[src/rtl/dispatch_pkg.sv]
// Shared opcode constants, operand-usage helpers and the issue status encoding
// for the dispatch/issue controller.
package dispatch_pkg;

  localparam logic [6:0] OPC_LOAD   = 7'b0000011;
  localparam logic [6:0] OPC_OP_IMM = 7'b0010011;
  localparam logic [6:0] OPC_OP     = 7'b0110011;
  localparam logic [6:0] OPC_LUI    = 7'b0110111;
  localparam logic [6:0] OPC_AUIPC  = 7'b0010111;
  localparam logic [6:0] OPC_JAL    = 7'b1101111;
  localparam logic [6:0] OPC_JALR   = 7'b1100111;
  localparam logic [6:0] OPC_STORE  = 7'b0100011;
  localparam logic [6:0] OPC_BRANCH = 7'b1100011;

  typedef enum logic [1:0] {
    EMPTY  = 2'd0,
    ACTIVE = 2'd1,
    STALL  = 2'd2,
    FLUSH  = 2'd3
  } status_t;

  // A stage produces a register result only for these opcodes, and x0 is never a real target.
  function automatic logic writes_rd(input logic [6:0] opcode, input logic [4:0] dest);
    logic wr;
    case (opcode)
      OPC_LOAD, OPC_OP_IMM, OPC_OP, OPC_LUI,
      OPC_AUIPC, OPC_JAL, OPC_JALR: wr = 1'b1;
      default:                      wr = 1'b0;
    endcase
    return wr && (dest != 5'd0);
  endfunction

  function automatic logic uses_rs1(input logic [6:0] opcode);
    return !((opcode == OPC_LUI) || (opcode == OPC_AUIPC) || (opcode == OPC_JAL));
  endfunction

  function automatic logic uses_rs2(input logic [6:0] opcode);
    return (opcode == OPC_OP) || (opcode == OPC_STORE) || (opcode == OPC_BRANCH);
  endfunction

endpackage

[src/rtl/dispatch_issue_control_if.sv]
// Fetch-side enqueue and decode-side issue handshakes of the dispatch controller.
interface dispatch_issue_control_if #(
  parameter int DATA_WIDTH = 32
);
  logic                  enq_valid;
  logic [DATA_WIDTH-1:0] enq_instruction;
  logic                  enq_ready;
  logic                  issue_valid;
  logic [DATA_WIDTH-1:0] issue_instruction;
  logic                  issue_ready;

  modport master (
    output enq_valid, enq_instruction, issue_ready,
    input  enq_ready, issue_valid, issue_instruction
  );

  modport slave (
    input  enq_valid, enq_instruction, issue_ready,
    output enq_ready, issue_valid, issue_instruction
  );
endinterface

[src/rtl/dispatch_queue.sv]
// Circular instruction buffer: head/tail pointers wrap modulo depth, count is one bit wider.
module dispatch_queue #(
  parameter int DATA_WIDTH  = 32,
  parameter int INDEX_WIDTH = 3
) (
  input  logic                   clock,
  input  logic                   reset,
  input  logic                   flush,
  input  logic                   push,
  input  logic                   pop,
  input  logic [DATA_WIDTH-1:0]  push_data,
  output logic [DATA_WIDTH-1:0]  head_data,
  output logic [INDEX_WIDTH:0]   count
);
  localparam int DEPTH = 2 ** INDEX_WIDTH;

  logic [DATA_WIDTH-1:0]  mem [DEPTH];
  logic [INDEX_WIDTH-1:0] head;
  logic [INDEX_WIDTH-1:0] tail;

  // Pointer and occupancy bookkeeping; flush empties the queue without touching storage.
  always_ff @(posedge clock or posedge reset) begin
    if (reset) begin
      head  <= '0;
      tail  <= '0;
      count <= '0;
    end else if (flush) begin
      head  <= '0;
      tail  <= '0;
      count <= '0;
    end else begin
      if (push) tail <= tail + 1'b1;
      if (pop)  head <= head + 1'b1;
      count <= count + (INDEX_WIDTH+1)'(push) - (INDEX_WIDTH+1)'(pop);
    end
  end

  // Entry storage is never cleared; stale words are unreachable once count is zero.
  always_ff @(posedge clock) begin
    if (push && !flush) mem[tail] <= push_data;
  end

  assign head_data = (count != '0) ? mem[head] : '0;

endmodule

[src/rtl/dispatch_issue_control.sv]
// Issue controller between fetch and decode: queues instructions and releases the
// head only when none of its sources is a pending destination in ID, EXE or MEM.
module dispatch_issue_control
  import dispatch_pkg::*;
#(
  parameter int CORE        = 0,
  parameter int DATA_WIDTH  = 32,
  parameter int INDEX_WIDTH = 3
) (
  input  logic                      clock,
  input  logic                      reset,
  input  logic                      flush,
  dispatch_issue_control_if.slave   bus,
  input  logic [6:0]                id_opcode,
  input  logic [6:0]                exe_opcode,
  input  logic [6:0]                mem_opcode,
  input  logic [4:0]                id_dest,
  input  logic [4:0]                exe_dest,
  input  logic [4:0]                mem_dest,
  output logic [1:0]                status,
  output logic [15:0]               stall_count,
  output logic [31:0]               issue_count
);
  localparam int DEPTH = 2 ** INDEX_WIDTH;

  logic [INDEX_WIDTH:0]  count;
  logic [INDEX_WIDTH:0]  count_next;
  logic [DATA_WIDTH-1:0] head_data;
  logic                  full;
  logic                  nonempty;
  logic                  push;
  logic                  pop;
  logic [6:0]            head_opcode;
  logic [4:0]            rs1;
  logic [4:0]            rs2;
  logic                  hit_rs1;
  logic                  hit_rs2;
  logic                  hazard;
  status_t               state;
  status_t               state_next;

  dispatch_queue #(
    .DATA_WIDTH  (DATA_WIDTH),
    .INDEX_WIDTH (INDEX_WIDTH)
  ) u_queue (
    .clock     (clock),
    .reset     (reset),
    .flush     (flush),
    .push      (push),
    .pop       (pop),
    .push_data (bus.enq_instruction),
    .head_data (head_data),
    .count     (count)
  );

  assign full     = (count == (INDEX_WIDTH+1)'(DEPTH));
  assign nonempty = (count != '0);

  assign head_opcode = head_data[6:0];
  assign rs1         = head_data[19:15];
  assign rs2         = head_data[24:20];

  // WB is left out: the register file writes before it is read in the same cycle.
  assign hit_rs1 = (writes_rd(id_opcode,  id_dest)  && (rs1 == id_dest))  ||
                   (writes_rd(exe_opcode, exe_dest) && (rs1 == exe_dest)) ||
                   (writes_rd(mem_opcode, mem_dest) && (rs1 == mem_dest));
  assign hit_rs2 = (writes_rd(id_opcode,  id_dest)  && (rs2 == id_dest))  ||
                   (writes_rd(exe_opcode, exe_dest) && (rs2 == exe_dest)) ||
                   (writes_rd(mem_opcode, mem_dest) && (rs2 == mem_dest));
  assign hazard  = nonempty && ((uses_rs1(head_opcode) && hit_rs1) ||
                                (uses_rs2(head_opcode) && hit_rs2));

  assign bus.enq_ready         = !full && !flush;
  assign bus.issue_valid       = nonempty && !hazard && !flush;
  assign bus.issue_instruction = head_data;

  assign push = bus.enq_valid && bus.enq_ready;
  assign pop  = bus.issue_valid && bus.issue_ready;

  assign count_next = flush ? '0 : count + (INDEX_WIDTH+1)'(push) - (INDEX_WIDTH+1)'(pop);

  // Status register.
  always_ff @(posedge clock or posedge reset) begin
    if (reset) state <= EMPTY;
    else       state <= state_next;
  end

  // Next status from the occupancy after this edge and the current head's hazard.
  always_comb begin
    state_next = state;
    if (flush)                  state_next = FLUSH;
    else if (count_next == '0)  state_next = EMPTY;
    else if (hazard)            state_next = STALL;
    else                        state_next = ACTIVE;
  end

  // Statistics survive a flush; only reset clears them.
  always_ff @(posedge clock or posedge reset) begin
    if (reset) begin
      stall_count <= '0;
      issue_count <= '0;
    end else begin
      if ((state_next == STALL) && (stall_count != 16'hFFFF)) stall_count <= stall_count + 16'd1;
      if (pop) issue_count <= issue_count + 32'd1;
    end
  end

  assign status = state;

endmodule

[src/flat_wrapper.sv]
// flat-port wrapper written by rule: the top's interface ports become plain ports
module dispatch_issue_control_flat import dispatch_pkg::*;
#(
  parameter int CORE        = 0,
  parameter int DATA_WIDTH  = 32,
  parameter int INDEX_WIDTH = 3
)
  (clock, reset, flush, id_opcode, exe_opcode, mem_opcode, id_dest, exe_dest, mem_dest, status, stall_count, issue_count, bus_enq_valid, bus_enq_instruction, bus_issue_ready, bus_enq_ready, bus_issue_valid, bus_issue_instruction);
  dispatch_issue_control_if #(.DATA_WIDTH(DATA_WIDTH)) bus_i ();
  input  logic clock;
  input  logic reset;
  input  logic flush;
  input  logic [6:0] id_opcode;
  input  logic [6:0] exe_opcode;
  input  logic [6:0] mem_opcode;
  input  logic [4:0] id_dest;
  input  logic [4:0] exe_dest;
  input  logic [4:0] mem_dest;
  output logic [1:0] status;
  output logic [15:0] stall_count;
  output logic [31:0] issue_count;
  input wire logic [$bits(bus_i.enq_valid)-1:0] bus_enq_valid;
  input wire logic [$bits(bus_i.enq_instruction)-1:0] bus_enq_instruction;
  input wire logic [$bits(bus_i.issue_ready)-1:0] bus_issue_ready;
  output wire logic [$bits(bus_i.enq_ready)-1:0] bus_enq_ready;
  output wire logic [$bits(bus_i.issue_valid)-1:0] bus_issue_valid;
  output wire logic [$bits(bus_i.issue_instruction)-1:0] bus_issue_instruction;
  assign bus_i.enq_valid = bus_enq_valid;
  assign bus_i.enq_instruction = bus_enq_instruction;
  assign bus_i.issue_ready = bus_issue_ready;
  assign bus_enq_ready = bus_i.enq_ready;
  assign bus_issue_valid = bus_i.issue_valid;
  assign bus_issue_instruction = bus_i.issue_instruction;
  dispatch_issue_control #(.CORE(CORE), .DATA_WIDTH(DATA_WIDTH), .INDEX_WIDTH(INDEX_WIDTH)) u_core (.clock(clock), .reset(reset), .flush(flush), .bus(bus_i), .id_opcode(id_opcode), .exe_opcode(exe_opcode), .mem_opcode(mem_opcode), .id_dest(id_dest), .exe_dest(exe_dest), .mem_dest(mem_dest), .status(status), .stall_count(stall_count), .issue_count(issue_count));
endmodule
[config.mk]
export PLATFORM = sky130hd
export DESIGN_NAME = dispatch_issue_control_flat
export DESIGN_NICKNAME = d
export VERILOG_FILES = /design/src/rtl/dispatch_pkg.sv /design/src/rtl/dispatch_issue_control_if.sv /design/src/rtl/dispatch_queue.sv /design/src/rtl/dispatch_issue_control.sv /design/src/flat_wrapper.sv
export SDC_FILE = /design/constraint.sdc
export NUM_CORES = 1
export LEC_CHECK = 0
export ABC_AREA = 1
export CORE_ASPECT_RATIO = 0.7
export CORE_MARGIN = 8
export CORE_UTILIZATION = 40
export CTS_CLUSTER_DIAMETER = 60
export DETAILED_ROUTE_END_ITERATION = 8
export GPL_TIMING_DRIVEN = 0
export SKIP_LAST_GASP = 1
export SYNTH_ARGS = -nofsm -noshare
export SYNTH_HDL_FRONTEND = slang
export SYNTH_SLANG_ARGS = --single-unit
[constraint.sdc]
create_clock -name clock -period 11.94 [get_ports clock]
set_input_delay 1.791 -clock clock [delete_from_list [all_inputs] [get_ports clock]]
set_output_delay 1.791 -clock clock [all_outputs]
set_load 0.02 [all_outputs]
Word level (Yosys, flattened, before mapping)
Memory sizes are Yosys's and may differ from the RTL's.
Cells that the tools add are included.
{"block": "totals", "out_inout_bits": 84, "mem_bits_ro": 0, "mem_bits_rw": 256, "latchBits": 0, "reg_bits": 60, "input_bits": 73, "memories": 1}
{"memory": "u_core.u_queue.mem", "depth": 8, "width": 32, "read_ports": 1, "rd_clocked_by_memory_dff": 0, "write_ports": 1, "line_no": "dispatch_queue.sv:17", "rtl": "logic [DATA_WIDTH-1:0] mem [DEPTH];"}
{"block": "op_classes", "mul": 0, "n_bitwise": 0, "div_mod_pow": 0, "n_shift": 0, "n_mux": 14, "n_reduce_logical": 42, "order_cmp": 0, "eq_ne": 36, "n_addsub": 6}
{"operator": "$eq 7x6->1 const B", "count": 9}
{"operator": "$eq 7x7->1 const B", "count": 8}
{"operator": "$eq 7x5->1 const B", "count": 7}
{"operator": "$add 32x1->32 const B", "count": 1}
{"operator": "$mux 32", "count": 1}
{"operator": "$eq 5x5->1", "count": 6}
{"operator": "$eq 7x2->1 const B", "count": 3}
{"operator": "$reduce_or 7->1", "count": 3}
{"operator": "$logic_and 1x1->1", "count": 19}
{"operator": "$add 16x1->16 const B", "count": 1}
{"operator": "$ne 16x16->1 const B", "count": 1}
{"operator": "$reduce_bool 5->1", "count": 3}
{"operator": "$mux 3", "count": 4}
{"operator": "$logic_or 1x1->1", "count": 9}
{"operator": "$add 3x1->3 const B", "count": 2}
{"operator": "$mux 2", "count": 3}
{"operator": "$mux 1", "count": 5}
{"operator": "$add 4x1->4", "count": 1}
{"operator": "$eq 4x4->1 const B", "count": 1}
{"operator": "$logic_not 1->1", "count": 4}
{"operator": "$logic_not 4->1", "count": 1}
{"operator": "$mux 4", "count": 1}
{"operator": "$reduce_bool 2->1", "count": 2}
{"operator": "$reduce_bool 4->1", "count": 1}
{"operator": "other kinds (2)", "count": 2}

Depth between registers and ports, before layout
Gate-level depths: netlist of the first run.
{"block": "logic_depth", "depth_word": 21, "ltp_mapped": 29, "mapped_depth_nobuf": 27}

By module
From an unflattened synthesis of the first run, not the netlist that was laid out.
{"block": "unflattened", "hier_cells": 1796, "area_unflattened_um2": 15721.3}
{"mod": "dispatch_queue", "cells_per_inst": 1185, "seq_area_each_um2": 7937.6, "n_inst": 1, "area_each_um2": 11740.0}
{"mod": "dispatch_issue_control", "cells_per_inst": 611, "seq_area_each_um2": 1251.2, "n_inst": 1, "area_each_um2": 3981.3}

Least setup slack after synthesis of the first run
No wires, ideal clock.
{"block": "synth_path", "path_kind": "input port to flip-flop", "startpoint": "input exe_opcode[4]", "endpoint": "register u_core.stall_count[2]", "t_required_ns": 11.874, "t_arrival_ns": 4.712, "path_slack_ns": 7.161, "stages": 24, "path_cell_list": "inv_1 -> nand3_1 -> nand2_1 -> nand3_1 -> nor3b_1 -> nand2_1 -> nor2_1 -> nand3_1 -> nand3_2 -> nand2_4 -> nand2_8 -> nor2_8 -> nand3_1 -> nand2_1 -> ha_1 -> fa_1 -> nand2_1 -> inv_1 -> nor3_1 -> nor3_1 -> o21ai_1 -> clkbuf_1 -> nand4_1 -> nand2_1"}
{"block": "synth_via", "elab_chain_len": 21, "word_cells_on_any_way": 32, "classes_between": "add/sub (1); eq/ne (8); mux (5); reduce/logical (18)"}
{"item": "start, declared", "line_no": "flat_wrapper.sv:14", "rtl": "input logic [6:0] exe_opcode;"}
{"item": "$eq 7x2->1, or another cell as far along", "line_no": "dispatch_pkg.sv:25", "rtl": "case (opcode)"}
{"item": "$reduce_or 7->1 *", "line_no": "dispatch_pkg.sv:25"}
{"item": "$mux 1 *", "line_no": "dispatch_pkg.sv:25"}
{"item": "$logic_and 1x1->1 *", "line_no": "dispatch_pkg.sv:30", "rtl": "return wr && (dest != 5'd0);"}
{"item": "$logic_and 1x1->1 (on tied branches)", "line_no": "dispatch_issue_control.sv:65, dispatch_issue_control.sv:68"}
{"item": "$logic_or 1x1->1 (on tied branches)", "line_no": "dispatch_issue_control.sv:64, dispatch_issue_control.sv:67"}
{"item": "$logic_or 1x1->1 (on tied branches)", "line_no": "dispatch_issue_control.sv:65, dispatch_issue_control.sv:68"}
{"item": "$logic_and 1x1->1 (on tied branches)", "line_no": "dispatch_issue_control.sv:70, dispatch_issue_control.sv:71"}
{"item": "(+6 left out)"}
{"item": "$sub 4x1->4 *", "line_no": "dispatch_issue_control.sv:80", "rtl": "assign count_next = flush ? '0 : count + (INDEX_WIDTH+1)'(push) - (INDEX_WIDTH+1)'(pop);"}
{"item": "$mux 4 *", "line_no": "dispatch_issue_control.sv:80"}
{"item": "named net u_core.count_next[2]", "line_no": "dispatch_issue_control.sv:27", "rtl": "logic [INDEX_WIDTH:0] count_next;"}
{"item": "$logic_not 4->1 *", "line_no": "dispatch_issue_control.sv:92", "rtl": "else if (count_next == '0) state_next = EMPTY;"}
{"item": "$mux 2 *", "line_no": "dispatch_issue_control.sv:92"}
{"item": "$mux 2 *", "line_no": "dispatch_issue_control.sv:91", "rtl": "if (flush) state_next = FLUSH;"}
{"item": "$eq 2x2->1 *", "line_no": "dispatch_issue_control.sv:103", "rtl": "if ((state_next == STALL) && (stall_count != 16'hFFFF)) stall_count <= stall_count + 16'd1;"}
{"item": "$logic_and 1x1->1 *", "line_no": "dispatch_issue_control.sv:103"}
{"item": "end signal, assigned", "line_no": "dispatch_issue_control.sv:103"}
{"item": "end, declared", "line_no": "dispatch_issue_control.sv:21", "rtl": "output logic [15:0] stall_count,"}
The timed path passes the listed nets; every way through them passes the cells marked *.
A chain may end at the register's enable or synchronous reset.

Worst setup path after layout of the first run
{"block": "layout_path", "startpoint": "input exe_dest[2]", "endpoint": "output bus_issue_valid"}
{"block": "layout_via", "elab_chain_len": 11, "word_cells_on_any_way": 17, "classes_between": "eq/ne (2); reduce/logical (15)"}
{"item": "start, declared", "line_no": "flat_wrapper.sv:17", "rtl": "input logic [4:0] exe_dest;"}
{"item": "$reduce_bool 5->1", "line_no": "dispatch_pkg.sv:30"}
{"item": "$logic_and 1x1->1", "line_no": "dispatch_pkg.sv:30"}
{"item": "$logic_and 1x1->1 (on tied branches)", "line_no": "dispatch_issue_control.sv:65, dispatch_issue_control.sv:68"}
{"item": "$logic_or 1x1->1 (on tied branches)", "line_no": "dispatch_issue_control.sv:64, dispatch_issue_control.sv:67"}
{"item": "$logic_or 1x1->1 (on tied branches)", "line_no": "dispatch_issue_control.sv:65, dispatch_issue_control.sv:68"}
{"item": "$logic_and 1x1->1 (on tied branches)", "line_no": "dispatch_issue_control.sv:70, dispatch_issue_control.sv:71"}
{"item": "$logic_or 1x1->1 *", "line_no": "dispatch_issue_control.sv:70", "rtl": "assign hazard = nonempty && ((uses_rs1(head_opcode) && hit_rs1) ||"}
{"item": "$logic_and 1x1->1 *", "line_no": "dispatch_issue_control.sv:70"}
{"item": "$logic_not 1->1 *", "line_no": "dispatch_issue_control.sv:74", "rtl": "assign bus.issue_valid = nonempty && !hazard && !flush;"}
{"item": "$logic_and 1x1->1 * (2 in a row)", "line_no": "dispatch_issue_control.sv:74"}
{"item": "end, declared", "line_no": "flat_wrapper.sv:26", "rtl": "output wire logic [$bits(bus_i.issue_valid)-1:0] bus_issue_valid;"}
Mark *: on every way between the ends. The rest lies on a longest branch, timed or not.

==> results of run 1 <==
## power by group
part | total [mW] | internal (mW) | leakage [nW] | switching [mW]
registers | 1.28 | 1.25 | 3.13 | 0.0363
logic | 1.38 | 0.470 | 3.53 | 0.913
clock network | 1.04 | 0.596 | 0.513 | 0.446
## cells in the mapped netlist, types with 2 or more instances
cell	count
a21oi_1	3
a31oi_1	17
buf_1	2
buf_2	18
buf_4	9
buf_6	9
clkbuf_1	30
dfrtp_1	60
edfxtp_1	256
ha_1	9
inv_1	113
inv_2	3
nand2_1	319
nand2_4	2
nand3_1	106
nand3_2	10
nand4_1	49
nor2_1	220
nor2_2	4
nor3_1	18
nor4_1	8
o211ai_1	3
o211ai_2	3
o21ai_0	106
o21ai_1	22
o22ai_1	21
xnor2_1	14
xor2_1	32
## state kept, by name, indices dropped and copies added, names as in the netlist
| register | count |
|---|---|
| u_core.issue_count | 32 |
| u_core.stall_count | 16 |
| u_core.status | 2 |
| u_core.u_queue.count | 4 |
| u_core.u_queue.head | 3 |
| u_core.u_queue.mem | 256 |
| u_core.u_queue.tail | 3 |
## cells by family after synthesis
group / after synthesis
AOI/OAI and AO/OA: 180
xor gates and xnor gates: 46
adders and majority gates: 10
buffers and inverters: 186
DFF: 316
and+or+nand+nor: 744
## through the flow
step           cells  setup WS, ps  util [%]  total power, mW  hold WS [ps]
5_1_grt         2193          5590      49.7             3.90           567
4_1_cts         2193          5690      49.7             3.72           532
3_5_place_dp    2135          5690      46.7             2.68           516
3_3_place_gp    2126          5640      46.1             2.67           512
2_1_floorplan   1482          7160         -             2.11           549
6_report        2193          5690      49.7             3.71           530
## routing by layer
| metal | vias up | GRT usage [%] |
|---|---|---|
| met5 | - | 0 |
| met4 | 2 | 4.26 |
| met3 | 50 | 3.23 |
| met2 | 376 | 28.7 |
| met1 | 5611 | 29.4 |
| li1 | 5487 | - |
## worst max-delay path: stages
cell	delay [ps]
clkdlybuf4s50_1	490
nor3_1	280
nand3_1	100
nor3b_1	170
nand2_1	80
nor2_1	50
nand3_1	110
nand3_2	180
nand2_4	160
nand2_8	100
nor2_8	170
buf_6	160
clkdlybuf4s50_1	610
## how the worst max path moves through the flow
| stage | from | end | cells past startpoint |
|---|---|---|---|
| global placement | exe_dest[3] | bus_issue_valid | 13 |
| detailed placement | exe_dest[3] | bus_issue_valid | 13 |
| global route | exe_dest[3] | bus_issue_valid | 13 |
| CTS | exe_dest[3] | bus_issue_valid | 13 |
| finish | exe_dest[2] | bus_issue_valid | 13 |
| floorplan | exe_opcode[4] | u_core.stall_count[2]$_DFFE_PP0P_ | 24 |
## layout by cell type (no fill, tap or decap), drive strengths merged, types with 8 or more instances in the layout
master	Yosys	layout
nand2	322	322
edfxtp	256	256
nor2	225	225
clkdlybuf4s50	0	156
o21ai	128	128
inv	117	122
nand3	117	117
clkbuf	30	69
dfrtp	60	60
nand4	50	50
buf	38	47
xor2	32	32
o22ai	21	21
nor3	18	18
a31oi	17	17
xnor2	14	14
ha	9	9
nor4	8	8
## layout make-up
| class | instances | area, um2 |
|---|---|---|
| Clock inverter | 19 | 215 |
| Sequential cell | 316 | 9190 |
| Clock buffer | 39 | 870 |
| Tap cell | 488 | 611 |
| Inverter | 118 | 445 |
| Fill cell | 3324 | 18500 |
| Buffer | 68 | 379 |
| Multi-Input combinational cell | 980 | 4840 |
| Timing Repair Buffer | 165 | 1750 |
==> flow_metrics.env, run 1 <==
export IMPL_wl_met3_um=2980
export IMPL_num_antenna_cells=0
export IMPL_fin_skew_ps=19.8
export IMPL_grt_pass1_vias=10900
export IMPL_via_count=11500
export IMPL_viasPerCell=5.26
export IMPL_hold_depth=2
export IMPL_rsz0062_at_grt="no"
export IMPL_status="complete, no violations"
export IMPL_area_growth_pct=23.7
export IMPL_synth_area_leaders="edfxtp_1 52%, dfrtp_1 10%, nand2_1 8.1%, nor2_1 5.6%, nand3_1 3.6%"
export IMPL_p_leak_nw=7.18
export IMPL_synth_compound_area_share_pct=6.72
export IMPL_synth_edff_count=256
export IMPL_ys_seq_area_share_pct=62.1
export IMPL_clkSinkCount=316
export IMPL_r2r_end="u_core.stall_count[9]$_DFFE_PP0P_"
export IMPL_cts_hold_buf=0
export IMPL_core_area_mm2=0.0368
export IMPL_synth_top_area_share_pct=52.0
export IMPL_syn_nets=1565
export IMPL_fp_row_count=59
export IMPL_gp_congestion=0.931
export IMPL_cts_tree="built"
export IMPL_yosysTopAreaCell="edfxtp_1"
export IMPL_clk_pin_slew_ps=60
export IMPL_ys_flop_type="edfxtp_1"
export IMPL_synthArstFlopShare_pct=19.0
export IMPL_cts_made_buffers=34
export IMPL_p_per_area_mw_per_mm2=203
export IMPL_hold_end="u_core.stall_count[4]$_DFFE_PP0P_"
export IMPL_worstMarginPinSlew_ps=905
export IMPL_cts_setup_buffers=0
export IMPL_start_util_pct=40.2
export IMPL_r2r_start="u_core.u_queue.count[2]$_DFF_PP0_"
export IMPL_synth_seq_cells=316
export IMPL_maxSlewViolCount=0
export IMPL_post_dp_hpwl_um=30300
export IMPL_post_drt_wl_per_cell_um=19.6
export IMPL_max_freq_mhz=160
export IMPL_drtIter0Drc=1116
export IMPL_layout_nets=1766
export IMPL_dr_wl_met2_um=18600
export IMPL_drc=0
export IMPL_drive_gt1_share_pct=7.86
export IMPL_synth_top_family_by_area="simple AND/OR/NAND/NOR gates"
export IMPL_grt_pass1_wl_um=65600
export IMPL_maxSlewHeadroom_pct=39.1
export IMPL_die_y_um=177
export IMPL_avgSynthCellArea_um2=9.98
export IMPL_die_w_um=246
export IMPL_holdCritStartpoint="u_core.stall_count[4]$_DFFE_PP0P_"
export IMPL_hp_class="register to register"
export IMPL_place_area_mm2=0.0172
export IMPL_end_kind="output pin"
export IMPL_cp_required_ps=10150
export IMPL_drv_cap=0
export IMPL_cts_htree_levels=2
export IMPL_io_pins=157
export IMPL_routed_top_layer="met5"
export IMPL_ys_types=44
export IMPL_design_area_mm2=0.0183
export IMPL_synthAdderAreaFrac_pct=0.897
export IMPL_critPathMaxFanout=10
export IMPL_layout_min_cycle_time_ps=6250
export IMPL_clockBufferDepth=3
export IMPL_ff2ff_path_depth=25
export IMPL_synthMuxAreaShare_pct=0
export IMPL_synth_warnings=0
export IMPL_antenna_found_initial=1
export IMPL_cp_data_arrival_time_ps=4460
export IMPL_syn_area_mm2=0.0148
export IMPL_setup_tns_ps=0
export IMPL_peakVddDrop_v=0.000124
export IMPL_wirelength_um=43000
export IMPL_synth_xor_area_share_pct=2.72
export IMPL_ant_nets=0
export IMPL_cts_root_buffer="clkbuf_16"
export IMPL_die_area_mm2=0.0435
export IMPL_finalCritPeriodShare_pct=52.3
export IMPL_grt_max_degree=40
export IMPL_m1WireLength_um=20800
export IMPL_grt_ovfl_total=0
export IMPL_crit_type="input port to output pin"
export IMPL_numPortBuffers=156
export IMPL_setup_viol=0
export IMPL_synth_simple_gate_area_share_pct=22.0
export IMPL_grt_total_usage_pct=19.4
export IMPL_hold_violations=0
export IMPL_clk_latency_ps=530
export IMPL_start_kind="input port"
export IMPL_r2r_slack_ps=6500
export IMPL_ctsResizeCount=0
export IMPL_synthCells=1482
export IMPL_first_pass_iters=6
No activity file was read; power rests on OpenSTA's default activity.
==> run 2: changes to the inputs <==
==> constraint.sdc (replaced) <==
create_clock -name clock -period 6.1 [get_ports clock]
set_input_delay 0.915 -clock clock [delete_from_list [all_inputs] [get_ports clock]]
set_output_delay 0.915 -clock clock [all_outputs]
set_load 0.02 [all_outputs]
==> results of run 2 <==
The final DEF is identical to that of run 1. Status: complete, no violations.
Main changes from that run: setup slack after placement 5690 ps -> 746 ps; setup slack after layout 5690 ps -> 662 ps; start point of the critical path exe_dest[2] -> u_core.u_queue.count[2]$_DFF_PP0_; end point of the critical path bus_issue_valid -> u_core.stall_count[9]$_DFFE_PP0P_; register-to-register setup slack 6500 ps -> 660 ps; total power 3.71 mW -> 7.26 mW; worst IR drop on VDD 0.000124 V -> 0.000243 V
